### src/rtl/sdram_arb_pkg.sv
// ============================================================================
// Module      : sdram_arb_pkg
// Description : Shared types and constants for the three-port SDRAM arbiter.
// Revision    : 1.0 - initial release
// ============================================================================
`default_nettype none

package sdram_arb_pkg;

  // Access sequencing states
  typedef enum logic [1:0] {
    IDLE  = 2'd0,
    ISSUE = 2'd1,
    WAIT  = 2'd2,
    GAP   = 2'd3
  } state_t;

  localparam int NPORT = 3;

  // Port indices
  localparam logic [1:0] P_CPU = 2'd0;
  localparam logic [1:0] P_GFX = 2'd1;
  localparam logic [1:0] P_SND = 2'd2;

endpackage

`default_nettype wire

### src/rtl/sdram_arb_rr_pick.sv
// ============================================================================
// Module      : sdram_arb_rr_pick
// Description : 3-way round-robin selector. Searches the request vector
//               starting at i_start and returns a one-hot grant.
// Revision    : 1.0 - initial release
// ============================================================================
`default_nettype none

module sdram_arb_rr_pick (
  input  logic [2:0] i_req,
  input  logic [1:0] i_start,
  output logic [2:0] o_gnt
);

  logic [2:0] w_rot;
  logic [2:0] w_pri;

  // Rotate so the starting port sits at bit 0, pick lowest, rotate back
  always_comb begin
    w_rot = i_req;
    case (i_start)
      2'd1:    w_rot = {i_req[0], i_req[2], i_req[1]};
      2'd2:    w_rot = {i_req[1], i_req[0], i_req[2]};
      default: w_rot = i_req;
    endcase

    w_pri = 3'b000;
    if (w_rot[0])      w_pri = 3'b001;
    else if (w_rot[1]) w_pri = 3'b010;
    else if (w_rot[2]) w_pri = 3'b100;

    o_gnt = w_pri;
    case (i_start)
      2'd1:    o_gnt = {w_pri[1], w_pri[0], w_pri[2]};
      2'd2:    o_gnt = {w_pri[0], w_pri[2], w_pri[1]};
      default: o_gnt = w_pri;
    endcase
  end

endmodule

`default_nettype wire

### src/rtl/sdram_arb.sv
// ============================================================================
// Module      : sdram_arb
// Description : Three-port round-robin arbiter in front of the single-port
//               SDRAM controller, with a one-entry read cache per port.
// Revision    : 1.0 - initial release
// ============================================================================
`default_nettype none

module sdram_arb
  import sdram_arb_pkg::*;
#(
  parameter int ADDR_W  = 25,
  parameter int BLANK   = 2,
  parameter int TIMEOUT = 255
) (
  input  logic              clk,
  input  logic              reset,
  input  logic              req0,
  input  logic              req1,
  input  logic              req2,
  input  logic              we0,
  input  logic [ADDR_W-1:0] addr0,
  input  logic [ADDR_W-1:0] addr1,
  input  logic [ADDR_W-1:0] addr2,
  input  logic [15:0]       din0,
  input  logic [1:0]        wtbt0,
  output logic              ack0,
  output logic              ack1,
  output logic              ack2,
  output logic [15:0]       dout0,
  output logic [15:0]       dout1,
  output logic [15:0]       dout2,
  output logic              err,
  output logic [ADDR_W-1:0] mem_addr,
  output logic [15:0]       mem_din,
  output logic [1:0]        mem_wtbt,
  output logic              mem_rd,
  output logic              mem_we,
  input  logic [15:0]       mem_dout,
  input  logic              mem_ready
);

  localparam int CNT_W = $clog2(TIMEOUT + 1);

  state_t              r_state, w_state_nxt;
  logic [2:0]          r_pend, r_ack, w_ack_nxt, w_hit, w_cand, w_gnt_oh, w_is_wr;
  logic                r_we0, r_op_we, r_err, r_mem_rd, r_mem_we;
  logic [15:0]         r_din0, r_mem_din;
  logic [1:0]          r_wtbt0, r_mem_wtbt, r_gnt, r_rr, w_gnt_idx;
  logic [ADDR_W-1:0]   r_mem_addr;
  logic [CNT_W-1:0]    r_cnt;
  logic                w_grant, w_done, w_tmo;
  logic [ADDR_W-1:0]   w_addr  [NPORT];
  logic [ADDR_W-1:0]   r_caddr [NPORT];
  logic [15:0]         r_cdata [NPORT];
  logic [15:0]         r_dout  [NPORT];
  logic [2:0]          r_cvalid;

  assign w_addr[0] = addr0;
  assign w_addr[1] = addr1;
  assign w_addr[2] = addr2;

  // Only P0 can carry a write; a pending write must never be served from cache
  assign w_is_wr = {2'b00, r_we0};

  for (genvar n = 0; n < NPORT; n++) begin : g_hit
    assign w_hit[n] = (r_state == IDLE) && r_pend[n] && r_cvalid[n] &&
                      !w_is_wr[n] && (w_addr[n] == r_caddr[n]);
  end

  assign w_cand = (r_state == IDLE) ? (r_pend & ~w_hit) : 3'b000;

  sdram_arb_rr_pick u_rr_pick (
    .i_req   (w_cand),
    .i_start (r_rr),
    .o_gnt   (w_gnt_oh)
  );

  assign w_grant   = |w_gnt_oh;
  assign w_gnt_idx = w_gnt_oh[2] ? P_SND : (w_gnt_oh[1] ? P_GFX : P_CPU);

  // State register
  always_ff @(posedge clk) begin
    if (reset) r_state <= IDLE;
    else       r_state <= w_state_nxt;
  end

  // Next state, completion detection and ack generation
  always_comb begin
    w_state_nxt = r_state;
    w_ack_nxt   = w_hit;
    w_done      = 1'b0;
    w_tmo       = 1'b0;
    case (r_state)
      IDLE:  if (w_grant) w_state_nxt = ISSUE;
      ISSUE: if (r_cnt == CNT_W'(BLANK - 1)) w_state_nxt = WAIT;
      WAIT: begin
        if (mem_ready)                           w_done = 1'b1;
        else if (r_cnt == CNT_W'(TIMEOUT - 1))   w_tmo  = 1'b1;
        if (w_done || w_tmo) begin
          w_ack_nxt[r_gnt] = 1'b1;
          w_state_nxt      = GAP;
        end
      end
      GAP:     w_state_nxt = IDLE;
      default: w_state_nxt = IDLE;
    endcase
  end

  // Cycle counter for the blanking window and the ready timeout
  always_ff @(posedge clk) begin
    if (reset)                         r_cnt <= '0;
    else if (w_state_nxt != r_state)   r_cnt <= '0;
    else if (r_state == ISSUE || r_state == WAIT) r_cnt <= r_cnt + 1'b1;
  end

  // Pending latches; a new request in the ack cycle re-arms the port
  always_ff @(posedge clk) begin
    if (reset) begin
      r_pend  <= '0;
      r_we0   <= 1'b0;
      r_din0  <= '0;
      r_wtbt0 <= '0;
    end else begin
      r_pend <= (r_pend & ~w_ack_nxt) | {req2, req1, req0};
      if (req0) begin
        r_we0   <= we0;
        r_din0  <= din0;
        r_wtbt0 <= wtbt0;
      end
    end
  end

  // Controller interface, read data, cache and error flag
  always_ff @(posedge clk) begin
    if (reset) begin
      r_ack      <= '0;
      r_gnt      <= P_CPU;
      r_rr       <= P_CPU;
      r_op_we    <= 1'b0;
      r_mem_addr <= '0;
      r_mem_din  <= '0;
      r_mem_wtbt <= '0;
      r_mem_rd   <= 1'b0;
      r_mem_we   <= 1'b0;
      r_err      <= 1'b0;
      r_cvalid   <= '0;
      for (int n = 0; n < NPORT; n++) begin
        r_caddr[n] <= '0;
        r_cdata[n] <= '0;
        r_dout[n]  <= '0;
      end
    end else begin
      r_ack <= w_ack_nxt;
      for (int n = 0; n < NPORT; n++) begin
        if (w_hit[n]) r_dout[n] <= r_cdata[n];
      end
      // Address/data are loaded only here, so they stay frozen while rd/we is high
      if (w_grant) begin
        r_gnt      <= w_gnt_idx;
        r_rr       <= (w_gnt_idx == P_SND) ? P_CPU : w_gnt_idx + 2'd1;
        r_op_we    <= (w_gnt_idx == P_CPU) && r_we0;
        r_mem_addr <= w_addr[w_gnt_idx];
        r_mem_din  <= r_din0;
        r_mem_wtbt <= (w_gnt_idx == P_CPU) ? r_wtbt0 : 2'b11;
        r_mem_rd   <= !((w_gnt_idx == P_CPU) && r_we0);
        r_mem_we   <= (w_gnt_idx == P_CPU) && r_we0;
      end
      if (w_done || w_tmo) begin
        r_mem_rd <= 1'b0;
        r_mem_we <= 1'b0;
        if (r_op_we) r_cvalid <= '0;
      end
      if (w_done && !r_op_we) begin
        r_dout[r_gnt]   <= mem_dout;
        r_cdata[r_gnt]  <= mem_dout;
        r_caddr[r_gnt]  <= r_mem_addr;
        r_cvalid[r_gnt] <= 1'b1;
      end
      if (w_tmo) r_err <= 1'b1;
    end
  end

  assign ack0     = r_ack[0];
  assign ack1     = r_ack[1];
  assign ack2     = r_ack[2];
  assign dout0    = r_dout[0];
  assign dout1    = r_dout[1];
  assign dout2    = r_dout[2];
  assign err      = r_err;
  assign mem_addr = r_mem_addr;
  assign mem_din  = r_mem_din;
  assign mem_wtbt = r_mem_wtbt;
  assign mem_rd   = r_mem_rd;
  assign mem_we   = r_mem_we;

endmodule

`default_nettype wire

### config.mk
export PLATFORM = sky130hd
export DESIGN_NAME = sdram_arb
export DESIGN_NICKNAME = d
export VERILOG_FILES = /design/src/rtl/sdram_arb_pkg.sv /design/src/rtl/sdram_arb_rr_pick.sv /design/src/rtl/sdram_arb.sv
export SDC_FILE = /design/constraint.sdc
export NUM_CORES = 1
export LEC_CHECK = 0
export BUFFER_PORTS_ARGS = -buffer_cell sky130_fd_sc_hd__buf_2
export CORE_MARGIN = 4
export CORE_UTILIZATION = 60
export DETAILED_ROUTE_END_ITERATION = 10
export GPL_ROUTABILITY_DRIVEN = 0
export PLACE_DENSITY = 0.85
export SYNTH_ARGS = -nofsm -noshare
export SYNTH_HDL_FRONTEND = slang
export SYNTH_SLANG_ARGS = --single-unit
### constraint.sdc
create_clock -name clk -period 8.9 [get_ports clk]
set_clock_uncertainty 0.15 [all_clocks]
set_input_delay 1.78 -clock clk [delete_from_list [all_inputs] [get_ports clk]]
set_output_delay 1.78 -clock clk [all_outputs]
set_load 0.02 [all_outputs]
**Word-level counts from Yosys, hierarchy flattened**

Memory sizes are Yosys's and may differ from the RTL's.
Cells that the tools add are included.

- Register bits after elaboration: 89
- Memory bits (writable): 171
- Output and inout bits: 97
- Word-level logic and storage cells: 133
- Memories kept: 3

- Add/subtract/negate cells: 2
- $lt $le $gt $ge: 3
- Eq/ne operators: 12
- Multiplexer cells: 58
- Bitwise logic cells: 11
- Reduce and logical (&&, ||, !) cells: 27

Memories:

| name | words | bits a word | rd ports | clocked after memory_dff | write ports | RTL line | source |
|---|---|---|---|---|---|---|---|
| r_caddr | 3 | 25 | 3 | 0 | 3 | sdram_arb.sv:54 | `logic [ADDR_W-1:0] r_caddr [NPORT];` |
| r_cdata | 3 | 16 | 3 | 0 | 3 | sdram_arb.sv:55 | `logic [15:0] r_cdata [NPORT];` |
| r_dout | 3 | 16 | 3 | 0 | 3 | sdram_arb.sv:56 | `logic [15:0] r_dout [NPORT];` |

Operators by type and width:

| operator | number |
|---|---|
| 16-bit two-way mux | 5 |
| 25-bit equality test | 3 |
| 25-bit two-way mux | 3 |
| 25-bit binary-select mux with 2-bit select | 1 |
| 16-bit OR reduction | 2 |
| 3-bit two-way mux | 10 |
| 1-bit two-way mux | 26 |
| 25-bit OR reduction | 1 |
| 2-bit two-way mux | 9 |
| 1-bit logical AND | 13 |
| 3-bit one-hot mux with 2 select lines | 2 |
| 3-bit OR | 3 |
| 8-bit by 1-bit adder with 8-bit output (second input constant) | 1 |
| 2-bit equality test (second input constant) | 4 |
| 8-bit by 1-bit equality test with 1-bit output (second input constant) | 1 |
| 8-bit equality test (second input constant) | 1 |
| 2-bit one-hot mux with 4 select lines | 1 |
| 3-bit AND | 2 |
| 3-bit NOT | 2 |
| 2-bit by 1-bit equality test with 1-bit output (second input constant) | 2 |
| 2-bit zero test | 2 |
| 2-bit OR reduction | 2 |
| 3-bit >= comparator (second input constant) | 1 |
| 1-bit zero test | 3 |
| other kinds (9) | 13 |

**Logic depth before layout (Yosys ltp)**

Gate-level depths: netlist of the first run.

- Depth in word-level cells: 19
- Mapped depth: 14
- Gate-level depth less buffers: 11

**Cells and area by module**

A second synthesis of the first run with hierarchy kept.

- Cell total of the unflattened synthesis: 970
- Area total of the unflattened synthesis: 11,243.3 um^2

Modules (own cells, without submodules):

| module | instances | cells each | area an instance (um^2) | sequential area each (um^2) |
|---|---|---|---|---|
| sdram_arb | 1 | 949 | 11,111.9 | 6,896.6 |
| sdram_arb_rr_pick | 1 | 21 | 131.4 | 0.0 |

**Worst setup path before layout of the first run**

No wires, ideal clock.

- Kind: in2reg
- From: in mem_ready
- To: mem r_dout[2][0], enable pin
- Arrival time: 5.755 ns
- Setup slack: 2.620 ns
- Stages: 3
- Buffers on the path: 0
- Cells stage by stage: nand2_1 > o31ai_1 > nand2b_1

RTL lines:

| what | RTL line | source |
|---|---|---|
| start, declared | sdram_arb.sv:40 | `input logic mem_ready` |
| end, declared | sdram_arb.sv:56 |  |

**Worst setup path after layout of the first run**

- From: in addr1[9]
- To: reg r_mem_addr[0], in the netlist mem_addr[0]

- Cells in the longest elaborated chain, start to end: 16

Ends and longest elaborated chain:

| what | RTL line | source |
|---|---|---|
| start, declared | sdram_arb.sv:23 | `input logic [ADDR_W-1:0] addr1,` |
| 25-bit equality test (*) | sdram_arb.sv:68 | `!w_is_wr[n] && (w_addr[n] == r_caddr[n]);` |
| 1-bit logical AND (*) | sdram_arb.sv:68 |  |
| 3-bit NOT (*) | sdram_arb.sv:71 | `assign w_cand = (r_state == IDLE) ? (r_pend & ~w_hit) : 3'b000;` |
| 3-bit AND (*) | sdram_arb.sv:71 |  |
| 3-bit two-way mux (*) | sdram_arb.sv:71 |  |
| 3-bit one-hot mux with 2 select lines (*) | sdram_arb_rr_pick.sv:21 | `case (i_start)` |
| 3-bit two-way mux | sdram_arb_rr_pick.sv:30 | `else if (w_rot[2]) w_pri = 3'b100;` |
| 3-bit two-way mux | sdram_arb_rr_pick.sv:29 | `else if (w_rot[1]) w_pri = 3'b010;` |
| 3-bit two-way mux (*) | sdram_arb_rr_pick.sv:28 | `if (w_rot[0]) w_pri = 3'b001;` |
| 3-bit one-hot mux with 2 select lines (*) | sdram_arb_rr_pick.sv:33 | `case (i_start)` |
| 1-bit two-way mux | sdram_arb.sv:80 | `assign w_gnt_idx = w_gnt_oh[2] ? P_SND : (w_gnt_oh[1] ? P_GFX : P_CPU);` |
| 2-bit two-way mux | sdram_arb.sv:80 |  |
| 2-bit NOT with 3-bit output (not written as such) | sdram_arb.sv:163 | `r_mem_addr <= w_addr[w_gnt_idx];` |
| 25-bit binary-select mux with 2-bit select | sdram_arb.sv:163 |  |
| 25-bit two-way mux (not written as such) (2 in series) | sdram_arb.sv:163 |  |
| end signal, assigned | sdram_arb.sv:163 |  |
| end, declared | sdram_arb.sv:50 | `logic [ADDR_W-1:0] r_mem_addr;` |

Mark *: on every way between the ends. The rest lies on a longest branch, timed or not. The select of a mux whose other input is x is not followed.
A chain may end at the register's enable or synchronous reset.

==> impl_metrics.csv, run 1 <==
group,metric,value,unit
layout,synthToLayoutAreaGrowth,17.9,%
route,route.vias.total,8431,
layout,antenna_cells,0,
sta,final.setup.tns,0,ps
floorplanning,core_area,19000,um^2
placement,place_ws,3970,ps
clock_network,clkSinkCount,260,
clock_network,cts_resized,0,
power_and_ir_drop,p_leak,0.00604,uW
yosys,syn_avg_cell_area,12.2,um^2
critical_path,cp-start-kind,"primary input",
power_and_ir_drop,p_per_area,253,nW/um^2
route,ant_nets,0,
sta,worst_pin_slew,1160,ps
power_and_ir_drop,ir_drop,169,uV
clock_network,clk_path_buf_depth,3,
sta,fin_crit_sh,51.0,%
floorplanning,die_area,21800,um^2
job,maxCapViolCount,0,
global_route,antenna_found_initial,0,
global_route,grt_max_degree,82,
clock_network,cts_setup_buffers,0,
clock_network,cts_buffers,26,
critical_path,r2r_end,"mem_addr[0]",
clock_network,clkTransAtPathRegs,60,ps
global_route,grt_pass1_vias,8573,
route,firstDrtPassIters,5,
clock_network,cts.hold.buffers_added,0,
status,outcome,"finished clean",
global_route,grtUsageTotal,27.7,%
route,drt_iter0_drc,805,
route,post_drt_via_cell_ratio,5.85,
power_and_ir_drop,netSwitchingPower,1130,uW
layout,n_fill_cell,1337,
route,avgRoutedWirePerCell,21.4,um
critical_path,rr_startpoint,"r_state[0]",
power_and_ir_drop,internal-power,2360,uW
power_and_ir_drop,pwr-share-seq,43.3,%
critical_path,crit_end,"mem_addr[0]",
placement,port_buffers,212,
layout,layout_common_cells,"buf_2, edfxtp_1, and2_1",
critical_path,path_cells,"buf_2, xor2_1, nor4_1, nand4_1, o311ai_4, nor2_1, a311o_1, buf_4, mux2i_1, o41ai_1",
sta,timing.final.crit_period,4540,ps
yosys,synth_ff_type,"edfxtp_1",
yosys,synth_edf_count,171,
route,finalWirelength,30800,um
sta,layout_setup_ws,4360,ps
sta,relSlewSlack,22.3,%
sta,hold_violations,0,
yosys,syn_area,11700,um^2
clock_network,clock-root-buffer,"clkbuf_16",
floorplanning,die_h,148,um
yosys,syn_nets,1084,
sta,hold_ws,298,ps
yosys,synth-async-reset-ratio,0,%
yosys,netlist_instances,958,
clock_network,cts_tree,"done",
layout,finalNetCount,1288,
critical_path,critPathKind,"in -> reg",
critical_path,worstPathRequired,9160,ps
placement,hpwlAfterDp,20800,um
placement,dp.cells,1394,
floorplanning,die_w,148,um
critical_path,reg2reg_slack,5130,ps
global_route,globalRouteOverflowTotal,0,
floorplanning,start_util,61.7,%
floorplanning,core.rowCount,50,
critical_path,r2r_cells,11,
global_route,grt_pass1_wl,47500,um
route,drc,0,
critical_path,crit_path_max_fanout,14,
yosys,ys_seq_elements,260,
power_and_ir_drop,p_sw_share,32.3,%
sta,final-setup-viol-count,0,
layout,final_common_cell,"buf_2",
layout,drive_gt1_share,27.9,%
layout,stdcell_count,1442,
floorplanning,io_pins,213,
yosys,yosysSeqAreaShare,59.1,%
clock_network,clk_latency,530,ps
worst_hold_path,hold_class,"reg -> reg",
sta,fmax,220,MHz
power_and_ir_drop,p_comb_share,25.3,%
yosys,yosys_warnings,0,
clock_network,htree_levels,1,
critical_path,crit_start,"addr1[9]",
sta,rsz0062_at_grt,"no",
power_and_ir_drop,p_clk_share,31.4,%
critical_path,slowest_stage,"a311o_1",
critical_path,critical_path.max_stage_delay,600,ps
sta,slew_viol_final,0,
yosys,synth.distinct_cells,68,
critical_path,worst_setup_path_end_kind,"flip-flop",
critical_path,arrival,4800,ps
-- per-layer routing --
metal / vias to the layer above / track usage, % / part of all wire [%] / wire length (um)
met3: 68 / 4.32 / 9.1 / 2800
met2: 463 / 47.0 / 48 / 14900
met4: 0 / 7.83 / 3.0 / 911
li1: 3830 / - / - / -
met5: - / 0 / 0 / 0
met1: 4070 / 37.2 / 40 / 12200
-- through the flow --
step	total power, uW	util, %	instance area [um^2]
after floorplan	2130	-	11700
after global routing	3630	72.7	13800
after CTS	3490	72.7	13800
final	3490	72.7	13800
after detailed placement	2400	68.1	12900
after global placement	2370	68.1	12900
-- sequential cells by signal, summed over array words and instances, names as in the netlist, 2 cells and up --
name	count
mem_addr	25
r_wtbt0	2
r_rr	2
r_pend	3
r_ack	3
r_dout	48
r_cdata	48
r_state	2
r_cnt	8
r_din0	16
mem_wtbt	2
r_gnt	2
r_caddr	75
mem_din	16
r_cvalid	3
-- cells by family after synthesis --
family	count (synthesis)	share of synthesized area (%)
adders and majority gates	10	1.07
AOI/OAI and AO/OA	160	12.7
buffers and inverters	58	2.70
xor gates and xnor gates	82	6.14
and+or+nand+nor	366	16.3
DFF	260	59.1
muxes	22	1.90
-- power by group through the flow --
stage	Clock [uW]	Sequential, uW	Combinational (uW)
2_1_floorplan	0	1590	541
3_3_place_gp	0	1530	848
3_5_place_dp	0	1530	873
4_1_cts	1110	1510	878
5_1_grt	1160	1530	948
6_report	1100	1510	884
-- worst max-delay path: cells and delay by family --
kind            cells  cell delay, ps
compound gates      3            1420
xor+xnor            1             150
buf+inv             2             430
mux                 1             140
simple gates        3             870
-- cell usage after synthesis (7+ instances only) --
| master | count | share of area, % |
|---|---|---|
| nor4_1 | 14 | 0.75 |
| clkbuf_1 | 27 | 0.87 |
| nand2_1 | 49 | 1.6 |
| a21oi_1 | 27 | 1.2 |
| nor2_1 | 102 | 3.3 |
| and2_1 | 123 | 6.6 |
| mux2i_1 | 20 | 1.7 |
| buf_2 | 8 | 0.34 |
| a211oi_1 | 8 | 0.51 |
| a2bb2oi_2 | 18 | 2.3 |
| nand3_1 | 31 | 1.3 |
| inv_1 | 12 | 0.39 |
| nand4_1 | 11 | 0.59 |
| nor3_1 | 7 | 0.30 |
| edfxtp_1 | 171 | 44 |
| dfxtp_1 | 89 | 15 |
| ha_1 | 10 | 1.1 |
| a211oi_2 | 18 | 1.9 |
| xnor2_1 | 20 | 1.5 |
| a21o_1 | 52 | 3.3 |
| xor2_1 | 62 | 4.6 |
-- final cells by class --
type / count / area, um^2 / share of cell area, %
Clock inverter: 11 / 77.6 / 0.563
Multi-Input combinational cell: 640 / 4490 / 32.6
Sequential cell: 260 / 6920 / 50.2
Inverter: 12 / 45.0 / 0.327
Timing Repair Buffer: 222 / 1140 / 8.24
Tap cell: 260 / 325 / 2.36
Clock buffer: 37 / 796 / 5.77
-- how the worst min path moves through the flow --
stage	from	to	slack [ps]	cells past startpoint
global placement	r_cvalid[0]	r_cvalid[0]	290	1
CTS	r_din0[1]	mem_din[1]	300	2
detailed placement	r_cvalid[0]	r_cvalid[0]	290	1
floorplan	r_cvalid[0]	r_cvalid[0]	280	1
global route	r_din0[9]	mem_din[9]	310	2
finish	r_din0[1]	mem_din[1]	300	2
No activity file was read; power rests on OpenSTA's default activity.
==> run 2: changes to the inputs <==
CORE_UTILIZATION = 56   (was 60)
PLACE_DENSITY = 0.8   (was 0.85)
clock period = 4.75 ns   (was 8.9 ns; I/O delays follow)
==> impl_metrics.csv, run 2 (synthesized netlist as in run 1, its figures left out) <==
group,metric,value,unit
status,outcome,"finished clean",
layout,drive_gt1_share,28.1,%
clock_network,cts_tree,"done",
layout,n_fill_cell,1504,
worst_hold_path,hold_class,"reg -> reg",
route,post_drt_via_cell_ratio,5.73,
layout,layout_common_cells,"buf_2, edfxtp_1, and2_1",
route,avgRoutedWirePerCell,20.9,um
route,drc,0,
floorplanning,io_pins,213,
global_route,grtUsageTotal,25.5,%
layout,reg_top3,"r_caddr x75, r_cdata x48, r_dout x48",
sta,fmax,262,MHz
layout,finish.utilization,67.7,%
route,firstDrtPassIters,5,
critical_path,crit_path_max_fanout,17,
clock_network,cts_buffers,26,
critical_path,rr_startpoint,"r_state[0]",
worst_hold_path,whs_path_depth,2,
global_route,grt_max_degree,73,
floorplanning,core_area,20400,um^2
clock_network,clkSinkCount,260,
clock_network,clkTransAtPathRegs,60,ps
layout,stdcell_count,1460,
worst_hold_path,hp-start,"mem_din[15]",
route,finalWirelength,30500,um
route,ant_nets,0,
layout,final_cell_area,13800,um^2
sta,hold_violations,0,
route,drt_iter0_drc,655,
sta,fin_crit_sh,80.4,%
floorplanning,die_area,23300,um^2
critical_path,crit_start,"r_state[0]",
critical_path,worstPathRequired,4970,ps
sta,slew_viol_final,0,
clock_network,cts_setup_buffers,0,
critical_path,worst_setup_path_end_kind,"flip-flop",
sta,final.setup.tns,0,ps
clock_network,cts.hold.buffers_added,0,
power_and_ir_drop,ir_drop,321,uV
clock_network,clock-root-buffer,"clkbuf_16",
layout,final_common_cell,"buf_2",
critical_path,critPathKind,"reg -> reg",
critical_path,cp-start-kind,"flip-flop",
global_route,globalRouteOverflowTotal,0,
floorplanning,start_util,57.4,%
floorplanning,core.rowCount,52,
critical_path,reg2reg_slack,930,ps
sta,timing.final.crit_period,3820,ps
global_route,antenna_found_initial,1,
critical_path,slowest_stage,"a221oi_4",
critical_path,critical_path.max_stage_delay,630,ps
global_route,grt_pass1_vias,8535,
critical_path,r2r_cells,12,
clock_network,cts_resized,0,
layout,regMostFlops,"r_caddr",
layout,synthToLayoutAreaGrowth,17.9,%
power_and_ir_drop,p_per_area,465,nW/um^2
sta,layout_setup_ws,933,ps
sta,relSlewSlack,31.2,%
floorplanning,die_w,153,um
layout,finalNetCount,1293,
clock_network,htree_levels,1,
layout,regArea,6920,um^2
sta,final-setup-viol-count,0,
global_route,grt_pass1_wl,47400,um
power_and_ir_drop,p_leak,0.00604,uW
placement,postPlaceCellArea,13000,um^2
layout,multiInputGateArea,4490,um^2
critical_path,arrival,4040,ps
placement,port_buffers,212,
job,maxCapViolCount,0,
critical_path,path_cells,"inv_1, ha_1, nand4b_1, nor2_1, nand4_1, o211a_1, nand2b_1, a21oi_2, a221oi_4, buf_4, a2bb2oi_1, a211oi_1",
floorplanning,die_h,153,um
clock_network,clk_path_buf_depth,3,
worst_hold_path,min_to,"mem_din[15]",
route,route.vias.total,8373,
layout,largest_register_ffs,75,
critical_path,r2r_end,"mem_addr[5]",
clock_network,clk_latency,540,ps
sta,worst_pin_slew,1030,ps
placement,hpwlAfterDp,21100,um
sta,rsz0062_at_grt,"no",
placement,place_ws,553,ps
placement,dp.cells,1409,
==> run 2: cell types whose count changed in the layout (fill, tap and decap cells not counted), sizes merged <==
cell      previous run  this run
clkinvlp             2         0
diode                0         5
clkinv               8        10
bufinv               1         0
inv                 12        13
clkbuf              37        35
buf                222       227
==> run 2: report_power, final <==
part	switching [uW]	internal, uW
combinational	1040	613
clock	853	1090
sequential	208	2620
total	2100	4320
==> run 2: per-stage QoR <==
step           total power, uW  hold WS (ps)
5_1_grt                   6680           318
3_5_place_dp              4510           293
4_1_cts                   6440           302
6_report                  6420           300
3_3_place_gp              4480           284
2_1_floorplan             4000           277
==> run 2: how the worst max path moves through the flow <==
stage                     depth (start not counted)  slack, ps      endpoint
after global placement                           11        620   mem_addr[1]
after detailed placement                         11        550   mem_addr[5]
after global routing                             12        750   mem_addr[6]
after floorplan                                   3        640  r_dout[2][0]
after CTS                                        12        990   mem_addr[5]
final                                            12        930   mem_addr[5]
==> run 2: area by class of cell <==
cell class | instances | share of cell area [%]
antenna | 5 | 0.0907
clock buffer | 35 | 5.34
clock inverter | 11 | 0.481
inverter | 12 | 0.327
multi-input combinational | 640 | 32.5
sequential | 260 | 50.2
tap | 270 | 2.45
timing repair buffer | 227 | 8.60
==> run 2: metal layers <==
metal	GRT usage, %	share of wire, %	vias to the layer above
li1	-	-	3830
met1	34.4	41	4096
met2	42.5	48	397
met3	5.06	9.2	50
met4	6.87	2.2	0
met5	0	0	-
==> run 2: worst max-delay path, delay by kind of cell, from the launching register on <==
| kind | cells | cell delay (ps) |
|---|---|---|
| flip-flops | 1 | 350 |
| adder cells (fa/ha/maj) | 1 | 430 |
| AO/OA/AOI/OAI | 5 | 1380 |
| buffers and inverters | 2 | 610 |
| AND/OR/NAND/NOR | 4 | 730 |
==> run 3: changes to the inputs <==
ABC_AREA = 1   (was not set)
CORE_UTILIZATION = 51   (was 56)
PLACE_DENSITY = 0.77   (was 0.8)
clock period = 3.1 ns   (was 4.75 ns; I/O delays follow)
==> impl_metrics.csv, run 3 <==
group,metric,value,unit
sta,fmax,330,MHz
clock_network,cts.hold.buffers_added,0,
route,avgRoutedWirePerCell,18.3,um
clock_network,htree_levels,1,
sta,worst_pin_slew,1180,ps
sta,relSlewSlack,21.1,%
clock_network,clkTransAtPathRegs,60,ps
placement,hpwlAfterDp,26300,um
route,drt_iter0_drc,1381,
route,route.vias.total,10827,
power_and_ir_drop,p_per_area,868,nW/um^2
yosys,netlist_instances,1370,
global_route,antenna_found_initial,3,
yosys,yosys_warnings,0,
critical_path,worst_setup_path_end_kind,"flip-flop",
yosys,synth_edf_count,171,
layout,n_fill_cell,1906,
critical_path,path_cells,"inv_2, ha_4, nand2_1, inv_2, nand2_1, nor2_1, nand2_1, nor2_2, nand3_4, nand3_2, nand3_1, nand2_2, inv_1, nand3_1, nand2_2, nand2_4, inv_4, nor2_8, nand2_8, buf_4, buf_4, o21ai_1, a21oi_1",
layout,final_common_cell,"nor2_1",
placement,place_ws,-129,ps
sta,layout_setup_ws,73.5,ps
floorplanning,die_area,26200,um^2
floorplanning,start_util,51.6,%
route,firstDrtPassIters,6,
layout,regArea,6920,um^2
clock_network,clk_path_buf_depth,3,
floorplanning,core.rowCount,56,
layout,reg_top3,"r_caddr x75, r_cdata x48, r_dout x48",
power_and_ir_drop,ir_drop,544,uV
critical_path,slowest_stage,"dfxtp_1",
power_and_ir_drop,power.total,13000,uW
clock_network,cts_buffers,27,
placement,port_buffers,212,
yosys,syn_nets,1496,
sta,hold_violations,0,
global_route,grtUsageTotal,26.1,%
layout,multiInputGateArea,4330,um^2
power_and_ir_drop,p_leak,0.00688,uW
layout,regMostFlops,"r_caddr",
yosys,yosysMostFrequentCell,"nor2_1",
global_route,grt_pass1_wl,54200,um
route,ant_nets,0,
critical_path,critPathKind,"reg -> reg",
critical_path,cp-start-kind,"flip-flop",
route,finalWirelength,36100,um
job,maxCapViolCount,0,
layout,drive_gt1_share,25.1,%
critical_path,worstPathRequired,3370,ps
yosys,yosysSeqAreaShare,57.2,%
layout,finalNetCount,1763,
floorplanning,io_pins,213,
yosys,synth_common_cells,"nor2_1, nand2_1, inv_1",
global_route,grt_pass1_vias,10137,
clock_network,clkSinkCount,260,
sta,final.setup.tns,0,ps
yosys,synth_ff_type,"edfxtp_1",
worst_hold_path,hold_class,"in -> reg",
route,post_drt_via_cell_ratio,5.47,
yosys,synth_top_area_cell,"edfxtp_1",
floorplanning,die_w,162,um
route,drc,0,
critical_path,cpMostUsedCell,"nand2_1",
layout,largest_register_ffs,75,
floorplanning,core_area,23400,um^2
sta,slew_viol_final,0,
yosys,synth_top_area_share,42.5,%
yosys,ys_seq_elements,260,
sta,final-setup-viol-count,0,
sta,timing.final.crit_period,3030,ps
critical_path,critical_path.max_stage_delay,350,ps
yosys,synth.top_cells.by_area,"edfxtp_1, dfxtp_1, nor2_1",
clock_network,clock-root-buffer,"clkbuf_16",
critical_path,crit_path_max_fanout,8,
status,outcome,"finished clean",
clock_network,clk_latency,540,ps
critical_path,arrival,3290,ps
floorplanning,die_h,162,um
yosys,synth.distinct_cells,44,
global_route,grt_max_degree,62,
yosys,syn_area,12100,um^2
sta,rsz0062_at_grt,"yes",
yosys,synth-async-reset-ratio,0,%
global_route,globalRouteOverflowTotal,0,
sta,fin_crit_sh,97.6,%
layout,synthToLayoutAreaGrowth,23.7,%
yosys,syn_avg_cell_area,8.82,um^2
layout,layout_common_cells,"nor2_1, nand2_1, buf_2",
clock_network,cts_tree,"done",
[run 3: cell count changes after synthesis, sizes merged, moves of 48 or more]
cell / before / now
a31o: 0 / 48
nand2: 50 / 243
nor2: 105 / 305
inv: 12 / 193
a21o: 52 / 0
o21ai: 4 / 97
and2: 124 / 0
[run 3: cells by family (layout without fill, tap and decap cells)]
| kind of cell | count (synthesis) | count (layout) | synth area share [%] |
|---|---|---|---|
| fa+ha+maj | 10 | 10 | 1.04 |
| flops | 260 | 260 | 57.2 |
| compound gates | 206 | 206 | 10.7 |
| other cells | 0 | 3 | 0 |
| xor+xnor | 25 | 25 | 1.81 |
| buf+inv | 240 | 527 | 7.78 |
| simple gates | 629 | 629 | 21.5 |
[run 3: report_power, final]
part           total [uW]  switching (uW)  internal [uW]
registers            4320             243           4070
clock network        3100            1350           1750
logic                5560            3500           2060
total               13000            5090           7880
[run 3: per-stage QoR]
step / cells / util [%] / hold WS (ps) / instance area (um^2)
floorplan: 1370 / - / 289 / 12100
global placement: 1921 / 59.4 / 293 / 13900
finish: 1979 / 63.9 / 153 / 14900
CTS: 1970 / 63.0 / 142 / 14800
detailed placement: 1921 / 59.4 / 301 / 13900
global route: 1978 / 63.9 / 165 / 14900
[run 3: critical path: cells and delay by family, from the launching register on]
kind                       cells  cell delay [ps]
and+or+nand+nor               14             1440
buffers and inverters          6              650
DFF                            1              350
AOI/OAI and AO/OA              2              190
adders and majority gates      1              150
[run 3: worst paths after layout]
path	depth (start not counted)	slack (ps)	from	end
hold reg to reg	1	320	err	err
hold / removal	3	150	din0[4]	r_din0[4]
setup reg to reg	23	70	r_state[0]	mem_addr[14]
setup / recovery	23	70	r_state[0]	mem_addr[14]
[run 3: layout make-up]
class / instances / share of cell area, %
inverter: 193 / 4.86
antenna: 3 / 0.0502
sequential: 260 / 46.3
multi-input combinational: 870 / 29.0
tap: 319 / 2.67
clock inverter: 11 / 0.435
timing repair buffer: 285 / 11.5
clock buffer: 38 / 5.20
[run 3: repair_timing]
item	4_1_cts	5_1_grt
cloned	0	2
buffers inserted	0	4
setup endpoints to repair	4	135
pin swaps	1	7
resized for setup	2	28
[run 3: routing by layer]
metal / track usage (%) / vias to the layer above / wire [um]
met5: 0 / - / 7
met4: 9.57 / 2 / 1590
met3: 6.01 / 117 / 4290
met2: 39.3 / 671 / 15700
met1: 37.4 / 4996 / 14600
li1: - / 5041 / -
